--- config.mk ---
export PLATFORM = sky130hd
export DESIGN_NAME = legv8_control_fsm
export DESIGN_NICKNAME = d
export VERILOG_FILES = /design/src/rtl/legv8_control_fsm.sv
export SDC_FILE = /design/constraint.sdc
export NUM_CORES = 1
export LEC_CHECK = 0
export CAP_MARGIN = 20
export CORE_MARGIN = 1.5
export CORE_UTILIZATION = 47
export CTS_CLUSTER_DIAMETER = 40
export CTS_CLUSTER_SIZE = 24
export DETAILED_ROUTE_END_ITERATION = 12
export DONT_BUFFER_PORTS = 1
export GPL_TIMING_DRIVEN = 0
export PLACE_DENSITY_LB_ADDON = 0.3
export SLEW_MARGIN = 20
export SYNTH_ARGS = -nofsm -noshare
export SYNTH_HDL_FRONTEND = slang
export SYNTH_SLANG_ARGS = --single-unit
--- constraint.sdc ---
create_clock -name clock -period 4.8 [get_ports clock]
set_input_delay 0.96 -clock clock [delete_from_list [all_inputs] [get_ports clock]]
set_output_delay 0.96 -clock clock [all_outputs]
set_load 0.05 [all_outputs]
--- src/rtl/legv8_control_fsm.sv ---
// rtl/legv8_control_fsm.sv - multi-cycle LEGv8 control unit (fetch / execute / halt)
//
// Purpose: sequences a LEGv8 datapath through FETCH and EXECUTE and decodes the
// instruction register into datapath controls. Memory accesses stretch by
// MEM_WAIT cycles. Unknown opcodes park the machine in HALT until reset.
//
// Ports:
//   clock, reset              rising-edge clock, synchronous active-high reset
//   instruction               current IR contents
//   sr_status, alu_status     registered / live flags {V,C,N,Z}
//   DA, SA, SB                register file destination / A / B selects
//   W, C0, IL, SL             reg write, ALU carry-in, IR load, status load
//   PCsel, Bsel               PC_in source select, B operand = constant
//   FS, PS                    ALU function, PC mode (00 hold, 01 +4, 10 load, 11 add)
//   EN_ALU, EN_B, EN_PC       data bus drivers
//   EN_ADDR_ALU, EN_ADDR_PC   address bus drivers
//   constant                  immediate / branch offset
//   mem_oe, mem_we            memory drives data bus / memory write strobe
//   halted                    high while in HALT
module legv8_control_fsm #(
   parameter int unsigned MEM_WAIT = 0
) (
   input  logic        clock,
   input  logic        reset,
   input  logic [31:0] instruction,
   input  logic [3:0]  sr_status,
   input  logic [3:0]  alu_status,
   output logic [4:0]  DA,
   output logic [4:0]  SA,
   output logic [4:0]  SB,
   output logic        W,
   output logic        C0,
   output logic        IL,
   output logic        SL,
   output logic        PCsel,
   output logic        Bsel,
   output logic [4:0]  FS,
   output logic [1:0]  PS,
   output logic        EN_ALU,
   output logic        EN_B,
   output logic        EN_PC,
   output logic        EN_ADDR_ALU,
   output logic        EN_ADDR_PC,
   output logic [63:0] constant,
   output logic        mem_oe,
   output logic        mem_we,
   output logic        halted
);

   localparam logic [1:0] S_FETCH = 2'd0;
   localparam logic [1:0] S_EXEC  = 2'd1;
   localparam logic [1:0] S_HALT  = 2'd2;

   localparam logic [3:0] LAST_CNT = 4'(MEM_WAIT);

   localparam logic [4:0] FS_AND = 5'b00000;
   localparam logic [4:0] FS_ORR = 5'b00100;
   localparam logic [4:0] FS_ADD = 5'b01000;
   localparam logic [4:0] FS_SUB = 5'b01001;
   localparam logic [4:0] FS_EOR = 5'b01100;

   logic [1:0] state_q, state_d;
   logic [3:0] cnt_q, cnt_d;

   logic [10:0] op11;
   logic [9:0]  op10;
   logic [4:0]  rd, rn, rm;
   logic        last;
   logic        r_op, i_op, mem_op, is_load, is_b, is_cb, is_bcond;
   logic        alu_c0, alu_sl, cb_taken, bc_valid, bc_taken;
   logic [4:0]  alu_fs;
   logic [63:0] imm12, imm9, off_b, off_19;
   logic        unused_flags;

   assign op11 = instruction[31:21];
   assign op10 = instruction[31:22];
   assign rd   = instruction[4:0];
   assign rn   = instruction[9:5];
   assign rm   = instruction[20:16];
   assign last = (cnt_q == LAST_CNT);

   assign imm12  = {52'd0, instruction[21:10]};
   assign imm9   = {{55{instruction[20]}}, instruction[20:12]};
   // PC already advanced by 4 during FETCH, so branch offsets are pre-corrected.
   assign off_b  = {{36{instruction[25]}}, instruction[25:0], 2'b00} - 64'd4;
   assign off_19 = {{43{instruction[23]}}, instruction[23:5], 2'b00} - 64'd4;

   // Carry flag and the upper live flags play no part in any decision here.
   assign unused_flags = &{1'b0, sr_status[2], alu_status[3:1]};

   always_comb begin
      r_op = 1'b1;  i_op = 1'b1;
      alu_fs = FS_ADD;  alu_c0 = 1'b0;  alu_sl = 1'b0;
      case (op11)
         11'b10001011000: alu_fs = FS_ADD;                                      // ADD
         11'b11001011000: begin alu_fs = FS_SUB; alu_c0 = 1'b1; end             // SUB
         11'b10001010000: alu_fs = FS_AND;                                      // AND
         11'b10101010000: alu_fs = FS_ORR;                                      // ORR
         11'b11001010000: alu_fs = FS_EOR;                                      // EOR
         11'b10101011000: begin alu_fs = FS_ADD; alu_sl = 1'b1; end             // ADDS
         11'b11101011000: begin alu_fs = FS_SUB; alu_c0 = 1'b1; alu_sl = 1'b1; end // SUBS
         default: r_op = 1'b0;
      endcase
      if (!r_op) begin
         case (op10)
            10'b1001000100: alu_fs = FS_ADD;                                    // ADDI
            10'b1101000100: begin alu_fs = FS_SUB; alu_c0 = 1'b1; end           // SUBI
            10'b1001001000: alu_fs = FS_AND;                                    // ANDI
            10'b1011001000: alu_fs = FS_ORR;                                    // ORRI
            10'b1101001000: alu_fs = FS_EOR;                                    // EORI
            10'b1111000100: begin alu_fs = FS_SUB; alu_c0 = 1'b1; alu_sl = 1'b1; end // SUBIS
            default: i_op = 1'b0;
         endcase
      end else begin
         i_op = 1'b0;
      end
   end

   assign is_load  = (op11 == 11'b11111000010);
   assign mem_op   = is_load || (op11 == 11'b11111000000);
   assign is_b     = (instruction[31:26] == 6'b000101);
   assign is_cb    = (instruction[31:25] == 7'b1011010);
   assign is_bcond = (instruction[31:24] == 8'b01010100);
   // CBZ (bit 24 = 0) branches on Z=1, CBNZ on Z=0.
   assign cb_taken = alu_status[0] ^ instruction[24];

   always_comb begin
      bc_valid = 1'b1;
      case (instruction[3:0])
         4'h0:    bc_taken = sr_status[0];
         4'h1:    bc_taken = !sr_status[0];
         4'hA:    bc_taken = (sr_status[1] == sr_status[3]);
         4'hB:    bc_taken = (sr_status[1] != sr_status[3]);
         default: begin bc_taken = 1'b0; bc_valid = 1'b0; end
      endcase
   end

   always_comb begin
      state_d = state_q;  cnt_d = cnt_q;
      DA = '0;  SA = '0;  SB = '0;  FS = '0;  PS = '0;  constant = '0;
      W = 1'b0;  C0 = 1'b0;  IL = 1'b0;  SL = 1'b0;  PCsel = 1'b0;  Bsel = 1'b0;
      EN_ALU = 1'b0;  EN_B = 1'b0;  EN_PC = 1'b0;
      EN_ADDR_ALU = 1'b0;  EN_ADDR_PC = 1'b0;
      mem_oe = 1'b0;  mem_we = 1'b0;  halted = 1'b0;
      // Holding everything at zero while reset is high also suppresses any
      // W / mem_we pulse from an operation that the reset aborts.
      if (!reset) begin
         case (state_q)
            S_FETCH: begin
               EN_ADDR_PC = 1'b1;
               mem_oe     = 1'b1;
               if (last) begin
                  IL = 1'b1;  PS = 2'b01;
                  state_d = S_EXEC;  cnt_d = '0;
               end else begin
                  cnt_d = cnt_q + 4'd1;
               end
            end
            S_EXEC: begin
               state_d = S_FETCH;  cnt_d = '0;
               if (r_op || i_op) begin
                  SA = rn;  DA = rd;  FS = alu_fs;  C0 = alu_c0;  SL = alu_sl;
                  EN_ALU = 1'b1;  W = (rd != 5'd31);
                  if (r_op) SB = rm;
                  else begin Bsel = 1'b1; constant = imm12; end
               end else if (mem_op) begin
                  SA = rn;  Bsel = 1'b1;  constant = imm9;  FS = FS_ADD;
                  EN_ADDR_ALU = 1'b1;
                  if (is_load) begin
                     mem_oe = 1'b1;  DA = rd;  W = last && (rd != 5'd31);
                  end else begin
                     SB = rd;  EN_B = 1'b1;  mem_we = last;
                  end
                  if (!last) begin
                     state_d = S_EXEC;  cnt_d = cnt_q + 4'd1;
                  end
               end else if (is_b) begin
                  PCsel = 1'b1;  PS = 2'b11;  constant = off_b;
               end else if (is_cb) begin
                  SA = rd;  Bsel = 1'b1;  FS = FS_ADD;
                  if (cb_taken) begin PS = 2'b11; constant = off_19; end
               end else if (is_bcond && bc_valid) begin
                  if (bc_taken) begin PS = 2'b11; constant = off_19; end
               end else begin
                  state_d = S_HALT;
               end
            end
            default: begin
               halted  = 1'b1;
               state_d = S_HALT;
            end
         endcase
      end
   end

   always_ff @(posedge clock) begin
      if (reset) begin
         state_q <= S_FETCH;
         cnt_q   <= '0;
      end else begin
         state_q <= state_d;
         cnt_q   <= cnt_d;
      end
   end

endmodule

==> impl.org, run 1 <==
** Status
- Run status :: finished with violations
- Failing checks :: negative setup slack

** CTS
- Clock slew at reported path FFs :: 0.04 ns
- TritonCTS clock tree :: yes
- For this design, the CTS-stage hold fixing added 0 buffers.
- Maximum number of buffers from clock root to sink :: 2
- Clock tree synthesis inserted a total of 3 buffers.
- Root buf cell :: sky130_fd_sc_hd__clkbuf_8
- The tree built by TritonCTS fans out to 6 sinks.
- Skew-Pair Late Insertion Delay :: between 0.2 and 0.25 ns
- CTS HTree Levels :: 1

** Routing
- The first routing iteration left 262 violations.
- In the final routed layout, each cell accounts on average for approximately 19 um.
- Remaining antenna violation count after routing :: 0
- After detailed routing, the total wire length is 9320 um.
- Using the TritonRoute via totals, the vias-per-cell ratio works out to 6.31.
- Before antenna repair, the detailed router went through 7 iterations.
- Via total after detailed routing :: 3169
- In the routed design, unresolved DRC markers number 0.

** Timing
- Setup repair after global routing could not meet its margin everywhere.
- Setup violations remaining at the end of the flow were counted as 1.
- Clock tree skew after final layout :: about 0.00022 ns
- Slew of the pin with the lowest slew margin :: 1.11 ns
- Of the available clock period, the critical path in the final layout requires 100%.
- The number of max-slew violations in the final report is 0.
- Fin. Hold Viols :: 0
- Timing would allow up to 208 MHz.
- Once routing completed, OpenROAD measured the worst setup slack at -0.0191 ns.
- In this run the tightest slew margin relative to its limit is 26.3%.
- Minimum clock period after layout :: 4.82 ns
- Worst hold-check slack :: 0.486 ns

** Pwr
- Combinational power share :: 54.7%
- Sequential fraction of design power :: 18.5%
- IR analysis of the VDD net gives a maximum drop of about 78 uV.
- The internal power of the cells totals 0.000156 W.
- Static leakage :: 1.09 nW
- The clock network burns 26.8% of the power.
- Pwr/cell area :: just under 100 nW/um2
- Net switching is 47.9% of the power.
- NetSw :: 0.000144 W
- Summing internal, switching and leakage power gives around 0.0003 W.

** Global route
- Wire length of the first global-routing pass :: 14200 um
- Antenna violations before repair :: 0
- Entering global routing, the biggest net connects 18 pins.
- The via count of the first global-routing pass was 2742.
- Global routing used 28.2% of the available tracks across all layers.
- Sum of overflow across all layers after global routing :: 0

** Floorplan
- The floorplan step defined a die boundary enclosing around 6200 um2.
- The floorplan has 27 rows.
- I/O pin cnt :: 142
- Vertical die dimension :: 79.0 um
- The die is 79.0 um wide.
- The initial utilization of the core area, before any placement, comes to 49.0%.
- Area inside the core boundary :: approximately 5500 um2

** Cells and area
- Fill cells in the final layout number 565.
- Nets@finish :: 482
- The number of antenna diodes in the final layout is 0.
- Once layout is complete, the cells apart from fillers number ~500.
- In the final layout, the multi-input gates occupy 2230 um2.
- Post-layout instance area :: 3030 um2
- Layout overhead on the synthesized area :: 11.4%
- Leading cell type in the layout, fill and taps excluded :: sky130_fd_sc_hd__nor2_1
- Area of all sequential standard cells :: 120 um2
- Share of post-route cells with drive strength above 1 :: 24.0%
- The top cell types in the final layout, fill and taps aside, are sky130_fd_sc_hd__nor2_1 (42), sky130_fd_sc_hd__buf_4 (39), sky130_fd_sc_hd__nand2_1 (33).

** Worst setup path
- Data required, critical path :: 3.84 ns
- The worst setup path is captured at a primary output.
- By startpoint and endpoint, the worst setup path is classified as in2out.
- Kind of start point of the critical path :: input port
- Critical Path AT :: 3.86 ns
- Largest driver fanout on the critical path :: 11

** Synth
- For this run, asynchronously set or reset flops after synthesis account for 0%.
- Unique masters post-synth :: 62
- Counting flops with a built-in enable in the synthesized netlist gives 0.
- Adder-cell share of the synthesized area :: 3.68%
- The portion of synthesized area spent on multiplexers is 0.737%.
- The share of the Yosys chip area taken by registers is 4.42%.
- Gate count of the mapped netlist :: 419
- #FFs+latches synth :: 6
- Dominant register cell in the synthesized netlist :: sky130_fd_sc_hd__dfxtp_1
- The synthesized netlist devotes approximately 23% of its cell area to compound gates.
- In this run the mean area of a mapped cell was 6.48 um2.
- By area, the combinational part of the netlist is dominated by simple AND/OR/NAND/NOR gates.
- Xor-xnor portion of the synthesized cell area :: 12.6%
- Simple-gate portion of the synthesized area :: 36.6%
- In this run the cell area of the synthesized design comes to 2720 um2.
- The Yosys step of the flow raised 0 warnings.

** Place
- Before CTS, the worst setup slack after placement is -0.288 ns.
- Half-perimeter wire length after placement :: 6980 um
- Inst Count DP :: 495
- Placer congestion estimate :: 0.979
- Once placement finished, the instance area stood at 2860 um2.
- During placement, the flow inserted port buffers numbering 0.

** Flow run
- Max-cap violations in this run came to 0.

** Min path
- The tightest min-delay check is of the reg2reg type.
[path summary, 6_finish.rpt]
path / from / to / slack (ns) / depth (start not counted)
min reg2reg: cnt_q[1]$_SDFFE_PP0N_ / cnt_q[1]$_SDFFE_PP0N_ / 0.49 / 2
max: instruction[16] / constant[26] / -0.02 / 6
min: cnt_q[1]$_SDFFE_PP0N_ / cnt_q[1]$_SDFFE_PP0N_ / 0.49 / 2
max reg2reg: state_q[1]$_SDFFE_PP0P_ / cnt_q[2]$_SDFFE_PP0N_ / 3.36 / 3
[what timing repair did]
item | in CTS | in global routing
cloned | 3 | 0
resized for setup | 7 | 22
setup endpoints to repair | 42 | 50
pin swaps | 0 | 1
setup buffers | 0 | 1
[cell usage after synthesis, types with 3 or more instances]
| cell | n | area (um2) |
|---|---|---|
| sky130_fd_sc_hd__nor2_1 | 45 | 169 |
| sky130_fd_sc_hd__buf_4 | 38 | 285 |
| sky130_fd_sc_hd__nand2_1 | 33 | 124 |
| sky130_fd_sc_hd__a21oi_1 | 29 | 145 |
| sky130_fd_sc_hd__clkbuf_1 | 25 | 93.8 |
| sky130_fd_sc_hd__xnor2_1 | 23 | 201 |
| sky130_fd_sc_hd__nor3_1 | 20 | 100 |
| sky130_fd_sc_hd__nand3_1 | 16 | 80.1 |
| sky130_fd_sc_hd__xor2_1 | 16 | 140 |
| sky130_fd_sc_hd__inv_1 | 10 | 37.5 |
| sky130_fd_sc_hd__o21ai_0 | 10 | 50.1 |
| sky130_fd_sc_hd__and2_1 | 9 | 56.3 |
| sky130_fd_sc_hd__o211ai_1 | 9 | 67.6 |
| sky130_fd_sc_hd__buf_2 | 8 | 40.0 |
| sky130_fd_sc_hd__ha_1 | 8 | 100 |
| sky130_fd_sc_hd__o221ai_1 | 8 | 70.1 |
| sky130_fd_sc_hd__a22o_1 | 7 | 61.3 |
| sky130_fd_sc_hd__or3_1 | 7 | 43.8 |
| sky130_fd_sc_hd__dfxtp_1 | 6 | 120 |
| sky130_fd_sc_hd__nand4_1 | 6 | 37.5 |
| sky130_fd_sc_hd__nor2b_1 | 6 | 37.5 |
| sky130_fd_sc_hd__nor4_1 | 6 | 37.5 |
| sky130_fd_sc_hd__a22oi_1 | 5 | 37.5 |
| sky130_fd_sc_hd__or4_1 | 5 | 37.5 |
| sky130_fd_sc_hd__nand3b_1 | 4 | 30.0 |
| sky130_fd_sc_hd__a211oi_1 | 3 | 22.5 |
| sky130_fd_sc_hd__and3_1 | 3 | 18.8 |
| sky130_fd_sc_hd__buf_6 | 3 | 33.8 |
| sky130_fd_sc_hd__nand2b_1 | 3 | 18.8 |
| sky130_fd_sc_hd__nand4b_1 | 3 | 26.3 |
| sky130_fd_sc_hd__nor3b_1 | 3 | 22.5 |
| sky130_fd_sc_hd__o221a_2 | 3 | 33.8 |
| sky130_fd_sc_hd__o22ai_1 | 3 | 18.8 |
[power groups by stage]
| stage | sequential [W] | combinational, W | clock (W) |
|---|---|---|---|
| floorplan | 0.0000553 | 0.000125 | 0 |
| global placement | 0.0000557 | 0.000151 | 0 |
| detailed placement | 0.0000562 | 0.000156 | 0 |
| CTS | 0.0000554 | 0.000158 | 0.0000800 |
| global route | 0.0000556 | 0.000175 | 0.0000821 |
| finish | 0.0000555 | 0.000164 | 0.0000803 |
[stage by stage]
stage               utilization (%)  setup TNS [ns]
floorplan                         -               0
global placement               50.9           -6.92
detailed placement             51.6          -10.28
CTS                            53.3          -0.197
global route                   54.6          -0.220
finish                         54.6         -0.0191
[worst max-delay path: stages]
cell,delay [ns]
sky130_fd_sc_hd__buf_2,0.17
sky130_fd_sc_hd__or4_1,0.65
sky130_fd_sc_hd__or3_4,0.45
sky130_fd_sc_hd__nor4_4,0.32
sky130_fd_sc_hd__o2111ai_4,0.36
sky130_fd_sc_hd__a21oi_1,0.95
[state kept, by name, summed over array words and instances, names as in the netlist]
register  flops
cnt_q         4
state_q       2
[per-layer routing]
metal	vias up	share of wire [%]	routed length, um	global-route usage [%]
met5	-	0	0	0
met3	9	10	931	4.14
li1	1472	-	-	-
met4	0	0.82	76	3.86
met1	1504	42	3890	37.6
met2	184	47	4420	49.0
[cell type report]
cell class | instances | area share (%)
plain buffers | 78 | 16.1
clock buffers | 3 | 1.36
inverters | 10 | 1.24
multi-input cells | 330 | 73.7
flip-flops and latches | 6 | 3.97
well taps | 72 | 2.98
repair buffers | 3 | 0.620
[kinds of logic (layout without fill, tap and decap cells)]
kind of cell | after synthesis | count (layout)
compound gates | 90 | 90
xor+xnor | 39 | 39
fa+ha+maj | 8 | 8
buf+inv | 88 | 94
flops | 6 | 6
mux | 2 | 2
other cells | 1 | 3
simple gates | 185 | 188
(Power assumes the default switching activity.)
==> run 2: changes to the inputs <==
RECOVER_POWER = 50   (was default)
==> run 2 against run 1 <==
- the run ends with max-capacitance violations, max-slew violations, negative setup slack left
- count of clock-buffer cells in the layout is the same
- highest routed layer unchanged
- worst hold slack gained 0.00058 ns
- non-clock buffer count is the same
- clock skew is essentially flat
==> impl.org, run 2 (same netlist as run 1, synthesis figures left out) <==
** Routing
- Dividing the detail-routed wire length by the instance count gives 18.6 um.
- For this block, the routed nets add up to 9350 um of wire.
- First-pass DRT Iterations :: 5
- The routed layout has between 3000 and 4000 vias.
- For this run, design rule violations remaining after detail routing come to 0.
- In this run the remaining antenna-violating nets after routing total 0.
- Initial detailed-routing violation count :: around 260
- After detailed routing, the number of vias per cell comes to 6.31.

** Global route
- Met1 track utilization from global routing :: 37.6%
- GRT met3 Usage :: approximately 4.1%
- GRT Total Usage :: 28.2%
- Vias in the first global route :: 2742
- Met2 global-route usage :: 49.0%
- Sum of overflow across all layers after global routing :: 0
- The first global-routing pass estimated 14200 um of wire.
- The initial antenna violation count is 0.
- Global routing's busiest layer :: met2
- Entering global routing, the biggest net connects 18 pins.

** Pwr
- Power spread over the standard cell area amounts to about 99 nW/um2.
- Total Power :: 0.000297 W
- In this run the static leakage power is 1.08 nW.
- Largest voltage drop on the vdd net :: around 76 uV

** CTS
- Number of clock sinks :: 6
- CTS built an H-tree with a depth of 1.
- TritonCTS clock tree :: yes
- For the worst-skew pair, the clock arrives at the later sink with an insertion delay of around 0.23 ns.
- Buffers inserted during clock tree synthesis total 3.
- The clock passes through at most 2 buffers.
- Clock slew at reported path FFs :: around 0.04 ns
- Number of hold buffers added after CTS :: 0
- Clock tree synthesis selected as its root buffer the cell sky130_fd_sc_hd__clkbuf_8.

** Status
- Failing checks :: max-capacitance violations, max-slew violations, negative setup slack
- Run status :: finished with violations

** Flow run
- Max-cap violations in this run came to 1.

** Floorplan
- For this configuration, the core starts out at a cell density of between 40 and 50%.
- Number of rows in the core area :: 27
- I/O pin cnt :: 142
- The core region is 5540 um2.
- Die area :: 6240 um2
- Vertical die dimension :: 79.0 um
- Horiz. Die Dim :: between 70 and 80 um

** Worst setup path
- Type of the worst setup path :: in2out
- Data required, critical path :: 3.84 ns
- STA classifies the critical path startpoint as an input port.
- Category of the worst setup path capture point :: primary output
- Largest driver fanout on the critical path :: 11
- STA puts the critical path data arrival time at 3.89 ns.

** Timing
- Setup repair after global routing could not meet its margin everywhere.
- Setup violations remaining at the end of the flow were counted as 2.
- Fmax :: roughly 210 MHz
- The final-report hold violation count was 0.
- The number of max-slew violations in the final report came to 1.
- The clock arrives with between 0.0003 and 0.0004 ns of skew.
- Slew of the pin with the lowest slew margin :: 1.58 ns
- After layout, the worst path uses 101% of the clock period.
- Worst hold-check slack :: 0.487 ns
- After layout, the minimum clock period comes to 4.85 ns.
- The worst pin sits at a relative slew slack of -6.54%.
- Setup slack on the critical path of the routed design comes to -0.0477 ns.

** Cells and area
- Register name with the most flops :: cnt_q
- Fill cell instance count of the final layout :: 569
- Share of post-route cells with drive strength above 1 :: 22.1%
- Layout overhead on the synthesized area :: 10.9%
- The sequential cells in the finished layout cover a total of 120 um2.
- Post-layout instance area :: between 3000 and 4000 um2
- The repair_antennas step left the layout with diodes totalling 0.
- Total area of multi-input combinational cells :: 2220 um2
- Final standard cell utilization of the core :: around 54%
- Biggest registers after layout :: cnt_q x4, state_q x2
- Most frequent cells in the layout :: sky130_fd_sc_hd__nor2_1 (43), sky130_fd_sc_hd__buf_4 (38), sky130_fd_sc_hd__nand2_1 (33)
- Nets@finish :: 482
- The register with the most flip-flops in the layout has 4 of them.
- Leading cell type in the layout, fill and taps excluded :: sky130_fd_sc_hd__nor2_1

** Place
- Total cell area at the placement stage :: 2860 um2
- Minimum setup slack after placement :: -0.288 ns
- After legalization and detailed placement, the total HPWL measured 6980 um.
- Placer congestion estimate :: 0.979
- During placement, the flow inserted port buffers numbering 0.

** Min path
- Worst hold path class :: reg2reg
-- run 2: cell count changes in the layout (fill, tap and decap cells not counted), moves of 2 or more --
cell	delta
sky130_fd_sc_hd__clkbuf_1	+2
sky130_fd_sc_hd__and2_0	+5
sky130_fd_sc_hd__o221a_1	+2
sky130_fd_sc_hd__and2_1	-5
sky130_fd_sc_hd__o221a_2	-2
-- run 2: routing by layer --
layer  vias to the layer above  wire length, um
li1                       1469                -
met1                      1486             3930
met5                         -                0
met3                        17              887
met4                         0              157
met2                       197             4380
-- run 2: per-stage QoR --
step                      setup TNS [ns]  instances
final                            -0.0651        502
after global routing              -0.261        502
after CTS                         -0.197        501
after detailed placement          -10.28        495
after global placement             -6.92        493
after floorplan                        0        421
-- run 2: layout make-up --
type	count	share of cell area (%)
Multi-Input combinational cell	330	73.8
Buffer	78	16.1
Sequential cell	6	3.99
Tap cell	72	2.99
Clock buffer	3	1.37
Inverter	10	1.25
Timing Repair Buffer	3	0.499
-- run 2: power by group --
group | internal [W] | switching, W
Combinational | 0.0000464 | 0.000114
Sequential | 0.0000529 | 0.00000251
Clock | 0.0000543 | 0.0000264
-- run 2: path summary, 6_finish.rpt --
check	slack [ns]	cells after the start	start	end
max	-0.05	7	instruction[29]	constant[26]
min	0.49	2	cnt_q[1]$_SDFFE_PP0N_	cnt_q[1]$_SDFFE_PP0N_
max reg2reg	3.01	3	state_q[1]$_SDFFE_PP0P_	cnt_q[2]$_SDFFE_PP0N_
min reg2reg	0.49	2	cnt_q[1]$_SDFFE_PP0N_	cnt_q[1]$_SDFFE_PP0N_
-- run 2: repair_timing --
| action | in CTS | in global routing |
|---|---|---|
| gates resized for setup | 7 | 22 |
| endpoints found under the setup margin | 42 | 50 |
| pin swaps | 0 | 1 |
| setup buffers | 0 | 1 |
| gates cloned | 3 | 0 |
-- run 2: critical path, cell delays in order --
cell                        delay [ns]
sky130_fd_sc_hd__clkbuf_1         0.17
sky130_fd_sc_hd__or3b_2           0.53
sky130_fd_sc_hd__nor4_1           0.49
sky130_fd_sc_hd__o221ai_1         0.28
sky130_fd_sc_hd__nand3_1          0.19
sky130_fd_sc_hd__o2111ai_4        0.33
sky130_fd_sc_hd__a21oi_1          0.95
==> run 3: changes to the inputs <==
PLACE_DENSITY = 0.64   (was default)
PLACE_DENSITY_LB_ADDON = default   (was 0.3)
REMOVE_ABC_BUFFERS = 1   (was default)
==> run 3 against run 2 <==
- the run still ends with max-capacitance violations, max-slew violations, negative setup slack left
- register-to-register slack about the same
- combinational power down 25%
- clock skew about the same
- non-clock buffer count down 58
- sequential power up 4.5%
- final cell count down 12%
- via count down 6.9%
- total power down 14%
- die area unchanged
==> impl.org, run 3 (same netlist as run 1, synthesis figures left out) <==
** Status
- Run status :: finished with violations
- Failing checks :: max-capacitance violations, max-slew violations, negative setup slack

** Cells and area
- After routing the design area is 2880 um2.
- After filler insertion, the fill cell instance count of the layout stands at 585.
- Share of post-route cells with drive strength above 1 :: 17.3%
- The register with the most flip-flops in the layout has 4 of them.
- Most frequent cells in the layout :: sky130_fd_sc_hd__nor2_1 (44), sky130_fd_sc_hd__nand2_1 (33), sky130_fd_sc_hd__xnor2_1 (23)
- Nets@finish :: 422
- Leading cell type in the layout, fill and taps excluded :: sky130_fd_sc_hd__nor2_1
- The number of antenna diodes in the final layout is 0.
- Register name with the most flops :: cnt_q
- The largest registers in the layout are cnt_q x4, state_q x2.
- The area growth from synthesis to layout is 6.03%.

** Timing
- The clock arrives with about 0.00034 ns of skew.
- Setup repair after global routing missed its margin :: yes
- Final sum of negative setup slack :: -11.76 ns
- The number of max-slew violations in the final report was 1.
- Final worst-path setup slack :: -1.07 ns
- Timing would allow up to 170 MHz.
- In this run the tightest slew margin relative to its limit is -6.73%.
- Final critical-path share of the clock period :: 122%
- Setup violations remaining at the end of the flow were counted as 23.
- The routed design could run at a clock period as short as 5.87 ns.
- Fin. Hold Viols :: 0
- Final hold analysis gives a worst-case slack of 0.484 ns.
- Slew of the pin with the lowest slew margin :: about 1.6 ns

** Routing
- First-pass DRT Iterations :: 5
- Detailed-route DRC error count :: 0
- Number of vias per cell after detailed routing :: 6.68
- Initial detailed-routing violation count :: between 200 and 250
- Wire length per cell :: about 21 um
- Once detail routing completed, the nets flagged for antenna violations numbered 0.
- The routed design has 9130 um of wire.
- The routed layout has 2951 vias.

** Global route
- Sum of overflow across all layers after global routing :: 0
- The initial antenna violation count is 0.
- Vias in the first global route :: 2686
- Wire length of the first global-routing pass :: 14000 um
- Entering global routing, the biggest net connects 24 pins.
- GRT Total Usage :: 28.0%

** Pwr
- Static leakage :: 0.933 nW
- Largest voltage drop on the vdd net :: 137 uV
- Dividing total power by cell area gives a power density of 88.1 nW/um2.
- Total Power :: 0.000254 W

** Floorplan
- The floorplan step defined a die boundary enclosing 6240 um2.
- From left edge to right edge, the die measures 79.0 um.
- For this design the top-level I/O count stands at between 100 and 150.
- The floorplan step defined a core boundary enclosing 5540 um2.
- Once the floorplan was initialized, standard cells occupied between 40% and 50% of the core.
- Number of rows in the core area :: 27
- Vertical die dimension :: 79.0 um

** CTS
- Number of clock sinks :: 6
- TritonCTS created 3 clock buffers.
- Maximum number of buffers from clock root to sink :: 2
- Clock slew at reported path FFs :: 0.04 ns
- The tree is rooted in a sky130_fd_sc_hd__clkbuf_8.
- CTS HTree Levels :: 1
- Skew-Pair Late Insertion Delay :: 0.22 ns
- TritonCTS built the clock tree.

** Min path
- The path class of the tightest hold or removal check is reg2reg.

** Place
- Half-perimeter wire length after placement :: 6500 um
- Port buffer count :: 0
- Before CTS, the worst setup slack after placement is -1.61 ns.
- Total cell area at the placement stage :: 2620 um2
- The congestion estimate from routability-driven global placement came to 0.957.

** Worst setup path
- Type of the worst setup path :: in2out
- The worst setup path is launched from an input port.
- Critical Path AT :: 4.91 ns
- Of all nets on the critical path, the largest fanout is 9.
- Category of the worst setup path capture point :: primary output
- Data required, critical path :: 3.84 ns

** Flow run
- Max-capacitance violation count :: 1
[run 3: cell count changes in the layout (fill, tap and decap cells not counted), sizes merged]
| cell | previous run | this run |
|---|---|---|
| buf | 52 | 22 |
| clkbuf | 32 | 4 |
| nand4b | 3 | 4 |
| nor2b | 9 | 6 |
[run 3: layout make-up]
type / instances / area (um2) / area share, %
timing repair buffer: 23 / 378 / 13.1
inverter: 10 / 37.5 / 1.30
multi-input combinational: 328 / 2210 / 76.8
sequential: 6 / 120 / 4.17
clock buffer: 3 / 41.3 / 1.43
tap: 72 / 90.1 / 3.13
[run 3: metrics by stage]
step	std cells	util [%]
final	442	52.0
after floorplan	343	-
after global routing	442	52.0
after global placement	415	42.1
after detailed placement	429	47.2
after CTS	440	51.2
[run 3: report_power, final]
part / internal [W] / switching, W
Combinational: 0.0000405 / 0.0000808
Clock: 0.0000538 / 0.0000208
Sequential: 0.0000530 / 0.00000491
[run 3: final timing paths]
kind                            from                    end  slack (ns)  cells after the start
max reg2reg  state_q[1]$_SDFFE_PP0P_  cnt_q[2]$_SDFFE_PP0N_        3.01                      3
max                  instruction[14]           constant[29]       -1.07                     13
min reg2reg    cnt_q[1]$_SDFFE_PP0N_  cnt_q[1]$_SDFFE_PP0N_        0.48                      2
min            cnt_q[1]$_SDFFE_PP0N_  cnt_q[1]$_SDFFE_PP0N_        0.48                      2
[run 3: layer usage]
metal / track usage (%) / wire [um]
met1: 35.4 / 3570
met2: 47.5 / 4390
met3: 5.86 / 990
met4: 7.89 / 181
met5: 0 / 0
[run 3: repair_timing]
item,CTS,global route
pin swaps,6,0
setup buffers,7,2
gates cloned,1,0
resized for setup,20,12
hold buffers,0,0
endpoints found under the setup margin,64,38
[run 3: critical path: stages]
cell and delay, ns:
sky130_fd_sc_hd__or4_4 0.53, sky130_fd_sc_hd__or3_4 0.43, sky130_fd_sc_hd__nor4_4 0.31, sky130_fd_sc_hd__buf_4 0.17
sky130_fd_sc_hd__o2111ai_4 0.13, sky130_fd_sc_hd__nor2b_4 0.67, sky130_fd_sc_hd__buf_16 0.26, sky130_fd_sc_hd__buf_16 0.23
sky130_fd_sc_hd__buf_16 0.24, sky130_fd_sc_hd__buf_16 0.24, sky130_fd_sc_hd__buf_16 0.24, sky130_fd_sc_hd__buf_16 0.24
sky130_fd_sc_hd__buf_16 0.26
